<file path="src/rtl/control_buscaminas.sv">
// Minesweeper game sequencer for an 8x8 board.
// Runs the bomb placer through its reset/done handshake, snapshots the bomb map,
// fills in neighbour counts one cell per cycle, then plays reveal/flag commands
// until the player wins or hits a bomb.
module control_buscaminas #(
  parameter logic [3:0] BOMBA = 4'hF
) (
  input  logic                  clock,
  input  logic                  reset,
  input  logic                  start,
  input  logic [5:0]            numero_bombas,
  output logic                  place_reset,
  input  logic                  place_busy,
  input  logic [7:0][7:0][3:0]  matriz_in,
  input  logic                  cmd_valid,
  output logic                  cmd_ready,
  input  logic                  cmd_flag,
  input  logic [2:0]            cmd_x,
  input  logic [2:0]            cmd_y,
  output logic [7:0][7:0][3:0]  tablero,
  output logic [63:0]           revelado,
  output logic [63:0]           bandera,
  output logic [2:0]            estado,
  output logic                  reveal_valid,
  output logic [3:0]            reveal_value
);

  typedef enum logic [2:0] {
    IDLE     = 3'd0,
    PLACING  = 3'd1,
    COUNTING = 3'd2,
    PLAYING  = 3'd3,
    WON      = 3'd4,
    LOST     = 3'd5
  } estado_t;

  estado_t               estado_q, estado_d;
  logic                  place_reset_q, place_reset_d;
  logic [7:0][7:0][3:0]  tablero_q, tablero_d;
  logic [63:0]           revelado_q, revelado_d;
  logic [63:0]           bandera_q, bandera_d;
  logic                  reveal_valid_q, reveal_valid_d;
  logic [3:0]            reveal_value_q, reveal_value_d;
  logic [63:0]           bombas_q, bombas_d;     // snapshot, bit x*8+y
  logic [5:0]            nbombas_q, nbombas_d;   // latched bomb count
  logic [5:0]            idx_q, idx_d;           // counting cursor
  logic [1:0]            settle_q, settle_d;     // placer busy blanking
  logic [6:0]            reveladas_q, reveladas_d; // safe cells revealed

  logic [2:0]            cx, cy;
  logic [9:0][9:0]       pad;
  logic [3:0]            vecinos;
  logic [5:0]            k;

  assign cx = idx_q[5:3];
  assign cy = idx_q[2:0];
  assign k  = {cmd_x, cmd_y};

  // Neighbour count for the cursor cell; a zero border around the map removes edge cases.
  always_comb begin
    pad = '0;
    for (int x = 0; x < 8; x++)
      for (int y = 0; y < 8; y++)
        pad[x+1][y+1] = bombas_q[x*8+y];
    vecinos = '0;
    for (int dx = 0; dx < 3; dx++)
      for (int dy = 0; dy < 3; dy++)
        if (!(dx == 1 && dy == 1))
          vecinos = vecinos + {3'b000, pad[cx+dx][cy+dy]};
  end

  // Next-state and next-output logic for the whole game sequence.
  always_comb begin
    estado_d       = estado_q;
    place_reset_d  = place_reset_q;
    tablero_d      = tablero_q;
    revelado_d     = revelado_q;
    bandera_d      = bandera_q;
    reveal_valid_d = 1'b0;
    reveal_value_d = reveal_value_q;
    bombas_d       = bombas_q;
    nbombas_d      = nbombas_q;
    idx_d          = idx_q;
    settle_d       = settle_q;
    reveladas_d    = reveladas_q;

    case (estado_q)
      IDLE, WON, LOST: begin
        if (estado_q == IDLE) place_reset_d = 1'b1;
        if (start) begin
          nbombas_d     = numero_bombas;
          tablero_d     = '0;
          revelado_d    = '0;
          bandera_d     = '0;
          reveladas_d   = '0;
          settle_d      = '0;
          place_reset_d = 1'b1;   // first PLACING cycle is the placer reset pulse
          estado_d      = PLACING;
        end
      end
      PLACING: begin
        if (place_reset_q) begin
          place_reset_d = 1'b0;
          settle_d      = 2'd2;   // busy is stale for two cycles after reset drops
        end else if (settle_q != 2'd0) begin
          settle_d = settle_q - 2'd1;
        end else if (!place_busy) begin
          for (int x = 0; x < 8; x++)
            for (int y = 0; y < 8; y++)
              bombas_d[x*8+y] = (matriz_in[x][y] == BOMBA);
          idx_d    = '0;
          estado_d = COUNTING;
        end
      end
      COUNTING: begin
        tablero_d[cx][cy] = bombas_q[idx_q] ? BOMBA : vecinos;
        idx_d = idx_q + 6'd1;
        if (idx_q == 6'd63) estado_d = PLAYING;
      end
      PLAYING: begin
        if (cmd_valid) begin
          if (cmd_flag) begin
            if (!revelado_q[k]) bandera_d[k] = ~bandera_q[k];
          end else if (!revelado_q[k] && !bandera_q[k]) begin
            revelado_d[k]  = 1'b1;
            reveal_valid_d = 1'b1;
            reveal_value_d = tablero_q[cmd_x][cmd_y];
            if (tablero_q[cmd_x][cmd_y] == BOMBA) begin
              estado_d = LOST;
            end else begin
              reveladas_d = reveladas_q + 7'd1;
              if (reveladas_d == 7'd64 - {1'b0, nbombas_q}) estado_d = WON;
            end
          end
        end
      end
      default: estado_d = IDLE;
    endcase
  end

  // State registers with synchronous reset.
  always_ff @(posedge clock) begin
    if (reset) begin
      estado_q       <= IDLE;
      place_reset_q  <= 1'b1;
      tablero_q      <= '0;
      revelado_q     <= '0;
      bandera_q      <= '0;
      reveal_valid_q <= 1'b0;
      reveal_value_q <= '0;
      bombas_q       <= '0;
      nbombas_q      <= '0;
      idx_q          <= '0;
      settle_q       <= '0;
      reveladas_q    <= '0;
    end else begin
      estado_q       <= estado_d;
      place_reset_q  <= place_reset_d;
      tablero_q      <= tablero_d;
      revelado_q     <= revelado_d;
      bandera_q      <= bandera_d;
      reveal_valid_q <= reveal_valid_d;
      reveal_value_q <= reveal_value_d;
      bombas_q       <= bombas_d;
      nbombas_q      <= nbombas_d;
      idx_q          <= idx_d;
      settle_q       <= settle_d;
      reveladas_q    <= reveladas_d;
    end
  end

  assign estado       = estado_q;
  assign place_reset  = place_reset_q;
  assign tablero      = tablero_q;
  assign revelado     = revelado_q;
  assign bandera      = bandera_q;
  assign reveal_valid = reveal_valid_q;
  assign reveal_value = reveal_value_q;
  assign cmd_ready    = (estado_q == PLAYING);

endmodule

</file>
<file path="config.mk">
export PLATFORM = sky130hd
export DESIGN_NAME = control_buscaminas
export DESIGN_NICKNAME = d
export VERILOG_FILES = /design/src/rtl/control_buscaminas.sv
export SDC_FILE = /design/constraint.sdc
export NUM_CORES = 1
export LEC_CHECK = 0
export ABC_CLOCK_PERIOD_IN_PS = 11500
export BUFFER_PORTS_ARGS = -buffer_cell sky130_fd_sc_hd__buf_2
export CAP_MARGIN = 0
export CORE_AREA = 5 5 258 260
export CTS_CLUSTER_SIZE = 25
export DETAILED_ROUTE_END_ITERATION = 10
export DIE_AREA = 0 0 263 265
export PLACE_DENSITY = 0.7
export SETUP_SLACK_MARGIN = 0.5
export SYNTH_ARGS = -nofsm -noshare
export SYNTH_HDL_FRONTEND = slang
export SYNTH_SLANG_ARGS = --single-unit
</file>
<file path="constraint.sdc">
create_clock -name clock -period 11.5 [get_ports clock]
set_clock_uncertainty 0.1 [all_clocks]
set_input_delay 2.3 -clock clock [delete_from_list [all_inputs] [get_ports clock]]
set_output_delay 2.3 -clock clock [all_outputs]
set_load 0.02 [all_outputs]
</file>
==> results of run 1 <==
==> sequential cells by signal (all words and copies together), names as in the netlist <==
register and cells:
tablero 256, bandera 64, bombas_q 64, revelado 64, reveladas_q 7, idx_q 6, nbombas_q 6, reveal_value 4
estado 3, settle_q 2, place_reset 1, reveal_valid 1
==> worst max-delay path, delay by kind of cell (launching register included) <==
kind	cells	cell delay, ns
simple gates	5	0.47
fa+ha+maj	6	2.38
xor+xnor	2	0.76
buf+inv	5	1.41
compound gates	5	0.91
mux	1	0.58
flops	1	0.31
==> layout make-up <==
cell class                 instances  area (µm²)  area share (%)
clock buffer                      73        1501           5.021
inverter                          28       105.1          0.3515
sequential                       478        9572           32.01
multi-input combinational       2293       13730           45.93
timing repair buffer             705        3640           12.17
clock inverter                    21       281.5          0.9415
tap                              855        1070           3.578
==> cells in the mapped netlist (10+ instances only) <==
cell | number | area (µm²)
a21oi_1 | 241 | 1206
a22oi_1 | 51 | 382.9
buf_2 | 53 | 265.3
mux2_2 | 23 | 259.0
nand4_1 | 72 | 450.4
xnor2_1 | 16 | 140.1
buf_4 | 16 | 120.1
nand2b_1 | 16 | 100.1
ha_1 | 16 | 200.2
o21ai_0 | 85 | 425.4
mux4_2 | 77 | 1734
o2bb2ai_1 | 10 | 87.58
nor2_1 | 868 | 3258
a221o_1 | 11 | 110.1
dfxtp_1 | 478 | 9569
nand2_1 | 187 | 701.9
and3_1 | 16 | 100.1
nor3_1 | 22 | 110.1
and2_1 | 11 | 68.82
nand3_1 | 37 | 185.2
mux2i_1 | 124 | 1241
nor2b_1 | 18 | 112.6
inv_1 | 26 | 97.59
clkbuf_1 | 166 | 623.1
a31oi_1 | 264 | 1652
a221oi_1 | 21 | 183.9
==> logic make-up after synthesis <==
family          after synthesis  share of synthesized area [%]
compound gates              756                          19.01
xor+xnor                     21                         0.8644
fa+ha+maj                    20                          1.146
buf+inv                     278                          4.967
flops                       478                          39.12
mux                         225                          13.27
simple gates               1271                          21.63
==> per-stage QoR <==
stage / setup WS, ns / hold WS [ns] / instances
floorplan: 5.819 / 0.3456 / 3049
global placement: 4.457 / 0.3593 / 4359
detailed placement: 4.317 / 0.3672 / 4359
CTS: 4.318 / 0.3753 / 4453
global route: 3.878 / 0.4003 / 4453
finish: 4.294 / 0.3687 / 4453
==> routing by layer <==
metal,vias up,GRT usage [%]
met1,12500,36.92
met2,1740,46.87
li1,11940,-
met5,-,0
met4,0,12.96
met3,313,6.126
==> power breakdown <==
part           switching, mW  internal, mW
Clock                  0.755          1.01
Sequential           0.00494          1.66
Combinational          0.196        0.0883
Total                  0.955          2.76
==> how the worst max path moves through the flow <==
stage,startpoint,endpoint,slack [ns]
final,idx_q[3]$_SDFFE_PP0P_,tablero[206]$_SDFFE_PP0P_,4.29
after detailed placement,idx_q[3]$_SDFFE_PP0P_,tablero[226]$_SDFFE_PP0P_,4.32
after CTS,idx_q[3]$_SDFFE_PP0P_,tablero[226]$_SDFFE_PP0P_,4.32
after global placement,idx_q[3]$_SDFFE_PP0P_,tablero[14]$_SDFFE_PP0P_,4.46
after floorplan,idx_q[3]$_SDFFE_PP0P_,tablero[25]$_SDFFE_PP0P_,5.82
after global routing,idx_q[3]$_SDFFE_PP0P_,tablero[113]$_SDFFE_PP0P_,3.88
==> metrics.txt, run 1 <==
Die Ht=265 µm; Core Util, Final=46.81%; number of DRC markers in iteration 0=3635; FILL cells=6283; first-pass GRT wire length=157500 µm; commonest non-fill, non-tap cell in the layout=nor2_1; Post CTS Setup Buffer Count=0; Final Critical Period=7.206 ns; Rel. slew slack=16.89%; # resized after CTS=0; Pwr Total=3.713 mW; Endpoint, Worst Hold=nbombas_q[1]$_SDFFE_PP0P_; layout cells sized above 1=25.46%; CTS tree=built; crit-path cells=buf_4, ha_1, xor2_1, mux4_2, nand2b_1, o211a_1, o21ai_0, nor2_1, a211oi_1, a21oi_1, fa_1, fa_1, inv_1, fa_1, inv_1, ha_1, inv_1, fa_1, xnor2_1, nor2_4, buf_4, nor2_1, a31oi_1, nor2_1; initial antenna violation count=1; crit end category=flip-flop; required time of the worst setup path=11.89 ns; worst-path maximum fanout=70; Critical Path Start Type=flip-flop; setup violators final=0; row count=93; Power per Cell Area=124.2 nW/µm²; final max-slew violation count=0; Avg Inst Size Synth=8.023 µm²; Gate Count Post-Synth=3049; CTS Buf Count=53; peak supply drop=0.09563 mV; leak pwr=12.14 nW; hold depth=2; status=finished clean; worst-case reg-to-reg path depth=24; Vias per Instance=5.949; DRC Markers=0; CP most frequent cell=fa_1; Worst Setup Path Type=reg -> reg; initial core utilization=38.29%; CP max stage cell=buf_4; Clk pin slew, worst setup/hold paths=0.06 ns; final net count=3853; CTS sink cnt=478; I/O Buffers=667; via count=26490; maxcap violations=0; clock latency on the worst-skew pair=0.65 ns; CTS Hold Bufs=0; M1 WL=40320 µm; most frequent cells in the layout=nor2_1 (867), buf_2 (665), dfxtp_1 (476), a31oi_1 (263), a21oi_1 (241); Slew @ Worst Pin=1.244 ns; uppermost routed layer=met4; die area=69700 µm²; clk buf depth=3; Final Wtd Congestion=0.9512; Tightest Hold Check Type=reg -> reg; wire per inst=24.08 µm; Synth Flop Type=dfxtp_1; Final Instance Area=29900 µm²; GRT Resource Usage Total=28.76%; Unique masters post-synth=70; final WL=107200 µm; R2R Setup Slk=4.29 ns; H-tree depth=2; Clock Tree Root=clkbuf_16; Synth-to-Final Area Change=22.25%; RSZ-0062 raised after global routing=no; core area=63880 µm²; crit path DAT=7.60 ns; ANT nets after route=0; metal3 WL=11670 µm; Area after DPL=28120 µm²; FF-to-FF Start=idx_q[3]$_SDFFE_PP0P_; GRT Residual Overflow=0; total negative slack=0 ns; Hold Crit Start=nbombas_q[1]$_SDFFE_PP0P_; WL met2=49300 µm; post-synthesis register bit count=478; synth warn=0; Mapped Area=24460 µm²; number of global-route vias before repair=24380; Max Clock Freq=138.8 MHz; register area share after synthesis=39.12%; Hold Fails Final Rpt=0; net count after synthesis=3343; RR Endpoint=tablero[206]$_SDFFE_PP0P_; Post-DP HPWL=77780 µm; I/O pins=668; Worst path max stage delay=0.62 ns; Post-synth EDFFs=0; Tcrit/Tclk final=62.66%; DR pass1 iterations=8; largest net degree at the start of global routing=114; asr flop ratio synth=0%; DIE WIDTH=263 µm; Diodes inserted=0
(Power assumes the default switching activity.)
==> run 2, diff against run 1 <==
--- a/config.mk
+++ b/config.mk
@@ -5,14 +5,14 @@
 export SDC_FILE = /design/constraint.sdc
 export NUM_CORES = 1
 export LEC_CHECK = 0
-export ABC_CLOCK_PERIOD_IN_PS = 11500
+export ABC_CLOCK_PERIOD_IN_PS = 6300
 export BUFFER_PORTS_ARGS = -buffer_cell sky130_fd_sc_hd__buf_2
 export CAP_MARGIN = 0
-export CORE_AREA = 5 5 258 260
+export CORE_AREA = 5 5 253 255
 export CTS_CLUSTER_SIZE = 25
 export DETAILED_ROUTE_END_ITERATION = 10
-export DIE_AREA = 0 0 263 265
-export PLACE_DENSITY = 0.7
+export DIE_AREA = 0 0 258 260
+export PLACE_DENSITY = 0.74
 export SETUP_SLACK_MARGIN = 0.5
 export SYNTH_ARGS = -nofsm -noshare
 export SYNTH_HDL_FRONTEND = slang
==> constraint.sdc (replaced) <==
create_clock -name clock -period 6.3 [get_ports clock]
set_clock_uncertainty 0.1 [all_clocks]
set_input_delay 1.26 -clock clock [delete_from_list [all_inputs] [get_ports clock]]
set_output_delay 1.26 -clock clock [all_outputs]
set_load 0.02 [all_outputs]
==> run 2 against run 1 <==
  * Count of clock-buffer cells in the layout is 2 higher
  * Combinational power up 85%
  * Worst hold slack better by 0.0092 ns
  * Non-clock buffer count is 18 higher
  * Sequential cell count unchanged
  * Wire length increased by 1.3%
  * Maximum frequency rose by 28%
  * Die area fell by 3.8%
  * Global-route usage grew 0.89 points
  * Critical path type unchanged
  * Largest power group unchanged
==> metrics.txt, run 2 (synthesis gave the netlist of run 1 again) <==
pre-CTS WS=0.4969 ns (-3.820 ns); Die Ht=260 µm (-1.9%); switching part of the total=25.47% (-0.26 points); final setup margin=0.6879 ns (-3.606 ns); sw power=1.715 mW (+79%); DR pass1 iterations=6 (-2); Tcrit/Tclk final=89.08% (+26 points); DIE WIDTH=258 µm (-1.9%); wire per inst=24.68 µm (+2.5%); Rel. slew slack=13.20% (-3.7 points); row count=91 (-2.2%); via count=26540 (+0.17%); GRT Resource Usage Total=29.65% (+0.89 points); first-pass GRT wire length=154700 µm (-1.8%); initial core utilization=39.86% (+1.6 points); Vias per Instance=6.028 (+1.3%); setup violators final=0 (unchanged); total negative slack=0 ns (unchanged); clk buf depth=3 (unchanged); DRC Markers=0 (unchanged); CTS Buf Count=54 (+1.9%); GRT Residual Overflow=0 (unchanged); die area=67080 µm² (-3.8%); final WL=108700 µm (+1.3%); Slew @ Worst Pin=1.299 ns (+0.05509 ns); Post-DP HPWL=77830 µm (about the same); Clk pin slew, worst setup/hold paths=0.06 ns (about the same); Worst Setup Path Type=reg -> reg; required time of the worst setup path=6.66 ns (-5.23 ns); number of global-route vias before repair=23910 (-2.0%); crit end category=flip-flop; peak supply drop=0.1986 mV (+110%); crit path DAT=5.97 ns (-1.63 ns); status=finished clean; Clock Tree Root=clkbuf_16; Seq pwr share=45.1% (+0.3 points); H-tree depth=2 (unchanged); maxcap violations=0 (unchanged); ANT nets after route=0 (unchanged); largest net degree at the start of global routing=227 (+99%); number of DRC markers in iteration 0=3540 (-2.6%); internal power=5.018 mW (+82%); layout cells sized above 1=25.86% (+0.40 points); Synth-to-Final Area Change=23.45%; Final Critical Period=5.612 ns (-1.594 ns); combinational fraction of design power=7.8% (about the same); leak pwr=12.29 nW (+1.3%); Tightest Hold Check Type=reg -> reg; RSZ-0062 raised after global routing=no; Diodes inserted=0 (unchanged); commonest non-fill, non-tap cell in the layout=nor2_1; most frequent cells in the layout=nor2_1 (867), buf_2 (665), dfxtp_1 (475), a31oi_1 (263), a21oi_1 (241); CTS sink cnt=478 (unchanged); Clk pwr share=47.1% (-0.4 points); initial antenna violation count=2 (+1); clock latency on the worst-skew pair=0.63 ns (-0.02 ns); core area=61370 µm² (-3.9%); Hold Fails Final Rpt=0 (unchanged); final max-slew violation count=0 (unchanged); Power per Cell Area=223.0 nW/µm² (+80%); worst-path maximum fanout=16 (-77%); Critical Path Start Type=flip-flop; Max Clock Freq=178.2 MHz (+28%); I/O pins=668 (unchanged); max reg flops=256 (unchanged); I/O Buffers=667 (unchanged); final net count=3872 (+0.49%); Final Wtd Congestion=0.9782 (+2.8%); CTS tree=built; CTS Hold Bufs=0 (unchanged)
## run 2: metrics by stage
| stage | std cells | hold slack (ns) | power, mW | area, µm² | utilization (%) |
|---|---|---|---|---|---|
| after global placement | 4302 | 0.3615 | 3.613 | 28210 | 45.97 |
| after CTS | 4392 | 0.3739 | 6.742 | 29940 | 48.79 |
| after global routing | 4402 | 0.3952 | 6.901 | 30200 | 49.20 |
| after detailed placement | 4302 | 0.3636 | 3.615 | 28210 | 45.97 |
| final | 4402 | 0.3780 | 6.733 | 30200 | 49.20 |
| after floorplan | 3049 | 0.3456 | 3.401 | 24460 | - |
## run 2: worst paths after layout
| check | startpoint | cells after the start | to | slack [ns] |
|---|---|---|---|---|
| hold / removal | nbombas_q[5]$_SDFFE_PP0P_ | 2 | nbombas_q[5]$_SDFFE_PP0P_ | 0.38 |
| setup reg to reg | idx_q[3]$_SDFFE_PP0P_ | 22 | tablero[202]$_SDFFE_PP0P_ | 0.69 |
| hold reg to reg | nbombas_q[5]$_SDFFE_PP0P_ | 2 | nbombas_q[5]$_SDFFE_PP0P_ | 0.38 |
| setup / recovery | idx_q[3]$_SDFFE_PP0P_ | 22 | tablero[202]$_SDFFE_PP0P_ | 0.69 |
## run 2: per-layer routing
| layer | share of wire, % | up-vias | GRT usage, % | routed length (µm) |
|---|---|---|---|---|
| met5 | 0.017 | - | 0 | 18 |
| met4 | 6.3 | 2 | 15.23 | 6899 |
| met3 | 12 | 357 | 7.447 | 13160 |
| met2 | 45 | 1812 | 47.55 | 49190 |
| met1 | 36 | 12400 | 37.15 | 39380 |
| li1 | - | 11960 | - | - |
## run 2: power by group through the flow
stage,registers (mW),clock network [mW],logic (mW)
6_report,3.04,3.17,0.526
5_1_grt,3.04,3.31,0.551
4_1_cts,3.04,3.19,0.511
3_5_place_dp,3.11,0,0.510
3_3_place_gp,3.10,0,0.508
2_1_floorplan,3.11,0,0.296
## run 2: critical path, stage by stage, from the launching register on
cell and delay [ns]:
dfxtp_4 0.38, ha_4 0.39, mux4_2 0.54, mux2i_1 0.20
nor2_1 0.08, a31o_2 0.24, a211oi_2 0.21, a21oi_1 0.10
fa_1 0.53, fa_1 0.50, inv_1 0.05, fa_1 0.42
inv_1 0.07, ha_1 0.15, inv_1 0.06, fa_1 0.43
xnor2_1 0.17, nor2_4 0.18, buf_12 0.15, clkbuf_16 0.20
nor2_1 0.06, a31oi_1 0.16, nor2_1 0.07
## run 2: area by class of cell
| type | instances | area [µm²] |
|---|---|---|
| Fill cell | 5826 | 31170 |
| Multi-Input combinational cell | 2293 | 13780 |
| Sequential cell | 478 | 9578 |
| Timing Repair Buffer | 723 | 4019 |
| Clock buffer | 75 | 1500 |
| Tap cell | 790 | 988.4 |
| Clock inverter | 15 | 226.5 |
| Inverter | 28 | 108.9 |
## run 2: repair_timing
item,CTS,global route
setup endpoints to repair,83,128
gates resized for setup,1,21
pin swaps,0,1
gates cloned,0,7
buffers inserted,0,3
